<file path="config.mk">
export PLATFORM = sky130hd
export DESIGN_NAME = ultrasonic_ranger
export DESIGN_NICKNAME = d
export VERILOG_FILES = /design/src/rtl/ultrasonic_ranger_pkg.sv /design/src/rtl/ultrasonic_ranger_sync_edge.sv /design/src/rtl/ultrasonic_ranger.sv
export SDC_FILE = /design/constraint.sdc
export NUM_CORES = 1
export LEC_CHECK = 0
export BUFFER_PORTS_ARGS = -buffer_cell sky130_fd_sc_hd__buf_2
export CELL_PAD_IN_SITES_DETAIL_PLACEMENT = 0
export CELL_PAD_IN_SITES_GLOBAL_PLACEMENT = 2
export CORE_ASPECT_RATIO = 1.5
export CORE_MARGIN = 5
export CORE_UTILIZATION = 30
export CTS_BUF_LIST = sky130_fd_sc_hd__clkbuf_8
export CTS_CLUSTER_SIZE = 12
export DETAILED_ROUTE_END_ITERATION = 12
export PLACE_DENSITY = 0.75
export REMOVE_ABC_BUFFERS = 1
export SETUP_SLACK_MARGIN = 0.5
export SLEW_MARGIN = 20
export SYNTH_ARGS = -nofsm -noshare
export SYNTH_HDL_FRONTEND = slang
export SYNTH_SLANG_ARGS = --single-unit
</file>
<file path="constraint.sdc">
create_clock -name clk_i -period 2.6 [get_ports clk_i]
set_input_delay 0.26 -clock clk_i [delete_from_list [all_inputs] [get_ports clk_i]]
set_output_delay 0.26 -clock clk_i [all_outputs]
set_load 0.01 [all_outputs]
</file>
<file path="src/rtl/ultrasonic_ranger_pkg.sv">
// Shared ranging definitions: FSM encoding and default timing for the 12.25 MHz domain.
package ultrasonic_ranger_pkg;

  typedef enum logic [2:0] {
    ST_IDLE,
    ST_TRIG,
    ST_WAIT_RISE,
    ST_MEASURE,
    ST_HOLDOFF
  } state_e;

  localparam int unsigned RANGE_CLK_HZ      = 12_250_000;
  localparam int unsigned CYCLES_PER_CM     = 350;

  localparam int unsigned DEF_WIDTH_W       = 16;
  localparam int unsigned DEF_TRIG_CYCLES   = 123;
  localparam int unsigned DEF_PERIOD_CYCLES = 735_000;
  localparam int unsigned DEF_RISE_TIMEOUT  = 61_250;

endpackage

</file>
<file path="src/rtl/ultrasonic_ranger_sync_edge.sv">
// Two-flop synchroniser for the raw echo pin plus registered rise/fall pulses.
// A pin edge shows up on rise_o/fall_o three clk_i edges later.
module ultrasonic_ranger_sync_edge (
  input  logic clk_i,
  input  logic reset_ni,
  input  logic d_i,
  output logic rise_o,
  output logic fall_o
);

  logic s1_q, s2_q, s3_q, rise_q, fall_q;
  logic s1_d, s2_d, s3_d, rise_d, fall_d;

  // Next values: shift the pin through the chain, compare the last two stages.
  always_comb begin
    s1_d   = d_i;
    s2_d   = s1_q;
    s3_d   = s2_q;
    rise_d = s2_q & ~s3_q;
    fall_d = ~s2_q & s3_q;
  end

  // Synchroniser and edge registers, all clear on reset.
  always_ff @(posedge clk_i or negedge reset_ni) begin
    if (!reset_ni) begin
      s1_q   <= 1'b0;
      s2_q   <= 1'b0;
      s3_q   <= 1'b0;
      rise_q <= 1'b0;
      fall_q <= 1'b0;
    end else begin
      s1_q   <= s1_d;
      s2_q   <= s2_d;
      s3_q   <= s3_d;
      rise_q <= rise_d;
      fall_q <= fall_d;
    end
  end

  assign rise_o = rise_q;
  assign fall_o = fall_q;

endmodule

</file>
<file path="src/rtl/ultrasonic_ranger.sv">
// HC-SR04 ranging front-end: fires the trigger, times the echo, emits one sample per ping.
module ultrasonic_ranger
  import ultrasonic_ranger_pkg::*;
#(
  parameter int unsigned WIDTH_W       = DEF_WIDTH_W,
  parameter int unsigned TRIG_CYCLES   = DEF_TRIG_CYCLES,
  parameter int unsigned PERIOD_CYCLES = DEF_PERIOD_CYCLES,
  parameter int unsigned RISE_TIMEOUT  = DEF_RISE_TIMEOUT
) (
  input  logic               clk_i,
  input  logic               reset_ni,
  input  logic               enable_i,
  input  logic               echo_i,
  output logic               trig_o,
  output logic [WIDTH_W-1:0] width_o,
  output logic               ready_o,
  output logic               timeout_o,
  output logic               busy_o
);

  // One timer serves both the trigger high time and the rise timeout.
  localparam int unsigned TMR_MAX = (TRIG_CYCLES > RISE_TIMEOUT) ? TRIG_CYCLES : RISE_TIMEOUT;
  localparam int unsigned TMR_W   = $clog2(TMR_MAX);
  localparam int unsigned PER_W   = $clog2(PERIOD_CYCLES);

  localparam logic [TMR_W-1:0]   TRIG_LAST = TMR_W'(TRIG_CYCLES - 1);
  localparam logic [TMR_W-1:0]   RISE_LAST = TMR_W'(RISE_TIMEOUT - 1);
  localparam logic [PER_W-1:0]   PER_LAST  = PER_W'(PERIOD_CYCLES - 1);
  localparam logic [WIDTH_W-1:0] CNT_MAX   = '1;

  // A ping (trigger + worst-case wait + saturated echo) must fit inside one period.
  if (PERIOD_CYCLES <= TRIG_CYCLES + RISE_TIMEOUT + (1 << WIDTH_W)) begin : g_period_check
    $error("PERIOD_CYCLES too short for TRIG_CYCLES + RISE_TIMEOUT + 2**WIDTH_W");
  end

  logic echo_rise, echo_fall;

  ultrasonic_ranger_sync_edge u_sync (
    .clk_i   (clk_i),
    .reset_ni(reset_ni),
    .d_i     (echo_i),
    .rise_o  (echo_rise),
    .fall_o  (echo_fall)
  );

  state_e             state_q, state_d;
  logic [PER_W-1:0]   per_q, per_d;
  logic [TMR_W-1:0]   tmr_q, tmr_d;
  logic [WIDTH_W-1:0] cnt_q, cnt_d;
  logic [WIDTH_W-1:0] width_q, width_d;
  logic               trig_q, trig_d;
  logic               ready_q, ready_d;
  logic               timeout_q, timeout_d;

  // Next-state and output logic; saturation beats fall, rise beats timeout.
  always_comb begin
    state_d   = state_q;
    per_d     = (per_q == PER_LAST) ? '0 : per_q + 1'b1;
    tmr_d     = tmr_q;
    cnt_d     = cnt_q;
    trig_d    = trig_q;
    width_d   = width_q;
    timeout_d = timeout_q;
    ready_d   = 1'b0;
    case (state_q)
      ST_IDLE: begin
        if (enable_i) begin
          state_d = ST_TRIG;
          trig_d  = 1'b1;
          per_d   = '0;
          tmr_d   = '0;
        end
      end
      ST_TRIG: begin
        if (tmr_q == TRIG_LAST) begin
          state_d = ST_WAIT_RISE;
          trig_d  = 1'b0;
          tmr_d   = '0;
        end else begin
          tmr_d = tmr_q + 1'b1;
        end
      end
      ST_WAIT_RISE: begin
        if (echo_rise) begin
          state_d = ST_MEASURE;
          cnt_d   = WIDTH_W'(1);
        end else if (tmr_q == RISE_LAST) begin
          state_d   = ST_HOLDOFF;
          width_d   = '0;
          timeout_d = 1'b1;
          ready_d   = 1'b1;
        end else begin
          tmr_d = tmr_q + 1'b1;
        end
      end
      ST_MEASURE: begin
        if (cnt_q == CNT_MAX) begin
          state_d   = ST_HOLDOFF;
          width_d   = CNT_MAX;
          timeout_d = 1'b1;
          ready_d   = 1'b1;
        end else if (echo_fall) begin
          state_d   = ST_HOLDOFF;
          width_d   = cnt_q;
          timeout_d = 1'b0;
          ready_d   = 1'b1;
        end else begin
          cnt_d = cnt_q + 1'b1;
        end
      end
      ST_HOLDOFF: begin
        // The period counter wrap re-arms, so pings stay exactly one period apart.
        if (per_q == PER_LAST) begin
          if (enable_i) begin
            state_d = ST_TRIG;
            trig_d  = 1'b1;
            per_d   = '0;
            tmr_d   = '0;
          end else begin
            state_d = ST_IDLE;
          end
        end
      end
      default: state_d = ST_IDLE;
    endcase
  end

  // State, counters and output registers; reset aborts any ping in flight.
  always_ff @(posedge clk_i or negedge reset_ni) begin
    if (!reset_ni) begin
      state_q   <= ST_IDLE;
      per_q     <= '0;
      tmr_q     <= '0;
      cnt_q     <= '0;
      trig_q    <= 1'b0;
      width_q   <= '0;
      ready_q   <= 1'b0;
      timeout_q <= 1'b0;
    end else begin
      state_q   <= state_d;
      per_q     <= per_d;
      tmr_q     <= tmr_d;
      cnt_q     <= cnt_d;
      trig_q    <= trig_d;
      width_q   <= width_d;
      ready_q   <= ready_d;
      timeout_q <= timeout_d;
    end
  end

  assign trig_o    = trig_q;
  assign width_o   = width_q;
  assign ready_o   = ready_q;
  assign timeout_o = timeout_q;
  assign busy_o    = (state_q != ST_IDLE);

endmodule

</file>
==> flow_summary.yaml <==
status:
  status: "finished clean"
yosys:
  synth_edf_count: 0
  syn_area_sq_um: 3840
  synthCells: 397
  synth_area_leaders: "dfrtp_1 51%, nor2_1 5.8%, xnor2_1 4.8%"
  synth.largest_area_cell: "dfrtp_1"
  avgSynthCellArea_sq_um: 9.67
  yosys_register_bits: 79
  synthArstFlopShare_pct: 100
  ys.flop_type: "dfrtp_1"
  yosys_warnings: 0
  synthDistinctLibCells: 50
  synth_top_area_share_pct: 51.5
  ys_seq_area_share_pct: 51.5
power:
  power.switching_mw: 1.32
  p_clk_share_pct: 26.1
  power.share.switching_pct: 36.3
  seqPwrFrac_pct: 43.3
  leakage_nw: 2.04
  ir_worst_vdd_v: 0.000345
  p_per_area_nw_per_um2: 785
  comb_power_share_pct: 30.6
  p_int_mw: 2.33
global_route:
  overflow: 0
  grt_pass1_vias: 3131
  grt_max_degree: 80
  grt_usage_pct: 12.6
  grt_antenna_before_repair: 0
  grt_pass1_wl_um: 15200
clocking:
  clkTransAtPathRegs_ns: 0.08
  cts_tree: "yes"
  cts_buffer_depth: 2
  clk_latency_ns: 0.35
  cts_root_buf: "clkbuf_8"
  cts_made_buffers: 9
  htree_num_levels: 3
  clkSinkCount: 79
floorplan:
  io_pins: 24
  start_util_pct: 30.7
  die_w_um: 102
  die-area_sq_um: 15200
  core_area_sq_um: 12500
  die_h_um: 149
  rows: 50
worst_setup_path:
  arrival_ns: 2.48
  crit_required_ns: 2.84
  reg2reg_depth: 6
  r2r_start: "per_q[6]"
  rrSetupSlack_ns: 0.36
  crit_start: "per_q[6]"
  critPathMaxFanout: 4
  reg2reg_to: "tmr_q[1]"
  end_kind: "register"
  worstSetupPathType: "reg -> reg"
  critPathLaunchType: "register"
sta:
  holdWs_ns: 0.256
  finalCritPeriodShare_pct: 86.1
  rsz0062_at_grt: "true"
  finalSetupViolations: 0
  slew-limit-headroom_pct: 60.6
  setup_tns_ns: 0
  skew_ns: 0.0125
  fin_crit_ns: 2.24
  maxSlewViolCount: 0
  final_hold_viol_count: 0
  fmax_mhz: 447
  tightest_slew_ns: 0.583
cells_and_area:
  finalNetCount: 447
  final_util_pct: 37.2
  final_common_cell: "dfrtp_1"
  drive_gt1_share_pct: 21.0
  stdcell_count: 599
  regArea_sq_um: 1980
  syn2layout_area_growth_pct: 21.1
  multi_input_area_sq_um: 1900
  stdcell_area_sq_um: 4650
  antennaDiodeCount: 0
  most-common-layout-cells: "77 x dfrtp_1, 57 x nor2_1, 47 x nand2_1, 22 x buf_2, 21 x xnor2_1"
  nFillCells: 1313
place:
  port_buffers: 23
  place_congestion: 0.776
  dp.cells: 572
  placed_cell_area_sq_um: 4210
  hpwl_um: 6070
route:
  vias: 3012
  post-route-drc-count: 0
  drt-total-wl_um: 9050
  ant_nets: 0
  drt_iter0_drc: 108
  viasPerCell: 5.03
  dr.pass1.iters: 4
  route.detailed.wl_per_inst_um: 15.1
min_path:
  hold_class: "in -> reg"
  worstHoldStart: "enable_i"
  min_path_cells: 3
  worst_hold_path.endpoint: "trig_o"
run:
  maxCapViolCount: 0
cells in the mapped netlist (5+ instances only):
cell type / count
dfrtp_1: 79
nor2_1: 59
nand2_1: 47
xnor2_1: 21
o21ai_0: 19
xor2_1: 19
nand3_1: 17
clkbuf_1: 14
nor3_1: 14
nand4_1: 12
inv_1: 11
a21oi_1: 8
and3_1: 7
nor4_2: 6
and4_1: 5
ha_1: 5
nor4b_1: 5
or3_1: 5
worst max path at each step:
| stage | end | slack (ns) | cells past startpoint |
|---|---|---|---|
| after floorplan | tmr_q[7] | -0.06 | 6 |
| after global placement | tmr_q[10] | 0.21 | 7 |
| after detailed placement | tmr_q[7] | 0.17 | 7 |
| after CTS | tmr_q[1] | 0.38 | 6 |
| after global routing | tmr_q[4] | 0.25 | 8 |
| final | tmr_q[1] | 0.36 | 6 |
what timing repair did:
item                                    4_1_cts  5_1_grt
endpoints found under the setup margin       32       65
cloned                                        1        0
buffers inserted                              4        4
gates resized for setup                      20       12
pin swaps                                     7        2
hold endpoints to repair                     80        0
hold buffers                                  2        0
critical path: stages, from the launching register on:
cell and delay [ns]:
dfrtp_1 0.39, or4b_4 0.55, nor4_4 0.28, a31oi_4 0.16
or2_1 0.30, nor2_2 0.12, mux2_2 0.34
state kept, by name, indices dropped and copies added (netlist names):
signal and flops:
cnt_q 16, per_q 20, ready_o 1, state_q 3
timeout_o 1, tmr_q 16, trig_o 1, u_sync.fall_o 1
u_sync.rise_o 1, u_sync.s1_q 1, u_sync.s2_q 1, u_sync.s3_q 1
width_o 16
power groups by stage:
stage | Sequential, mW | Clock, mW | Combinational [mW]
after floorplan | 1.56 | 0 | 0.603
after global placement | 1.59 | 0 | 0.942
after detailed placement | 1.59 | 0 | 0.955
after CTS | 1.57 | 0.986 | 1.07
after global routing | 1.62 | 1.03 | 1.25
final | 1.58 | 0.953 | 1.12
layout make-up:
type,count,area share [%]
tap,156,4.20
inverter,11,0.888
sequential,79,42.6
multi-input combinational,292,40.9
clock inverter,5,1.18
clock buffer,11,3.26
timing repair buffer,45,7.05
per-layer routing:
layer	track usage [%]	up-vias	share of wire, %
li1	-	1452	-
met1	15.3	1492	43
met2	21.3	49	52
met3	2.02	19	2.4
met4	6.43	0	2.6
met5	0	-	0
cells by family (layout without fill, tap and decap cells):
group / count (synthesis) / count (layout) / synth area share (%)
AO/OA/AOI/OAI: 44 / 44 / 7.07
XOR/XNOR: 40 / 40 / 9.12
adder cells (fa/ha/maj): 5 / 5 / 1.63
buffers and inverters: 26 / 72 / 2.57
flip-flops: 79 / 79 / 51.5
multiplexers: 2 / 2 / 0.554
AND/OR/NAND/NOR: 201 / 201 / 27.6
stage by stage:
stage / total power, mW / setup slack, ns
floorplan: 2.16 / -0.0641
global placement: 2.53 / 0.212
detailed placement: 2.55 / 0.168
CTS: 3.63 / 0.375
global route: 3.89 / 0.252
finish: 3.65 / 0.361
(Power assumes the default switching activity.)
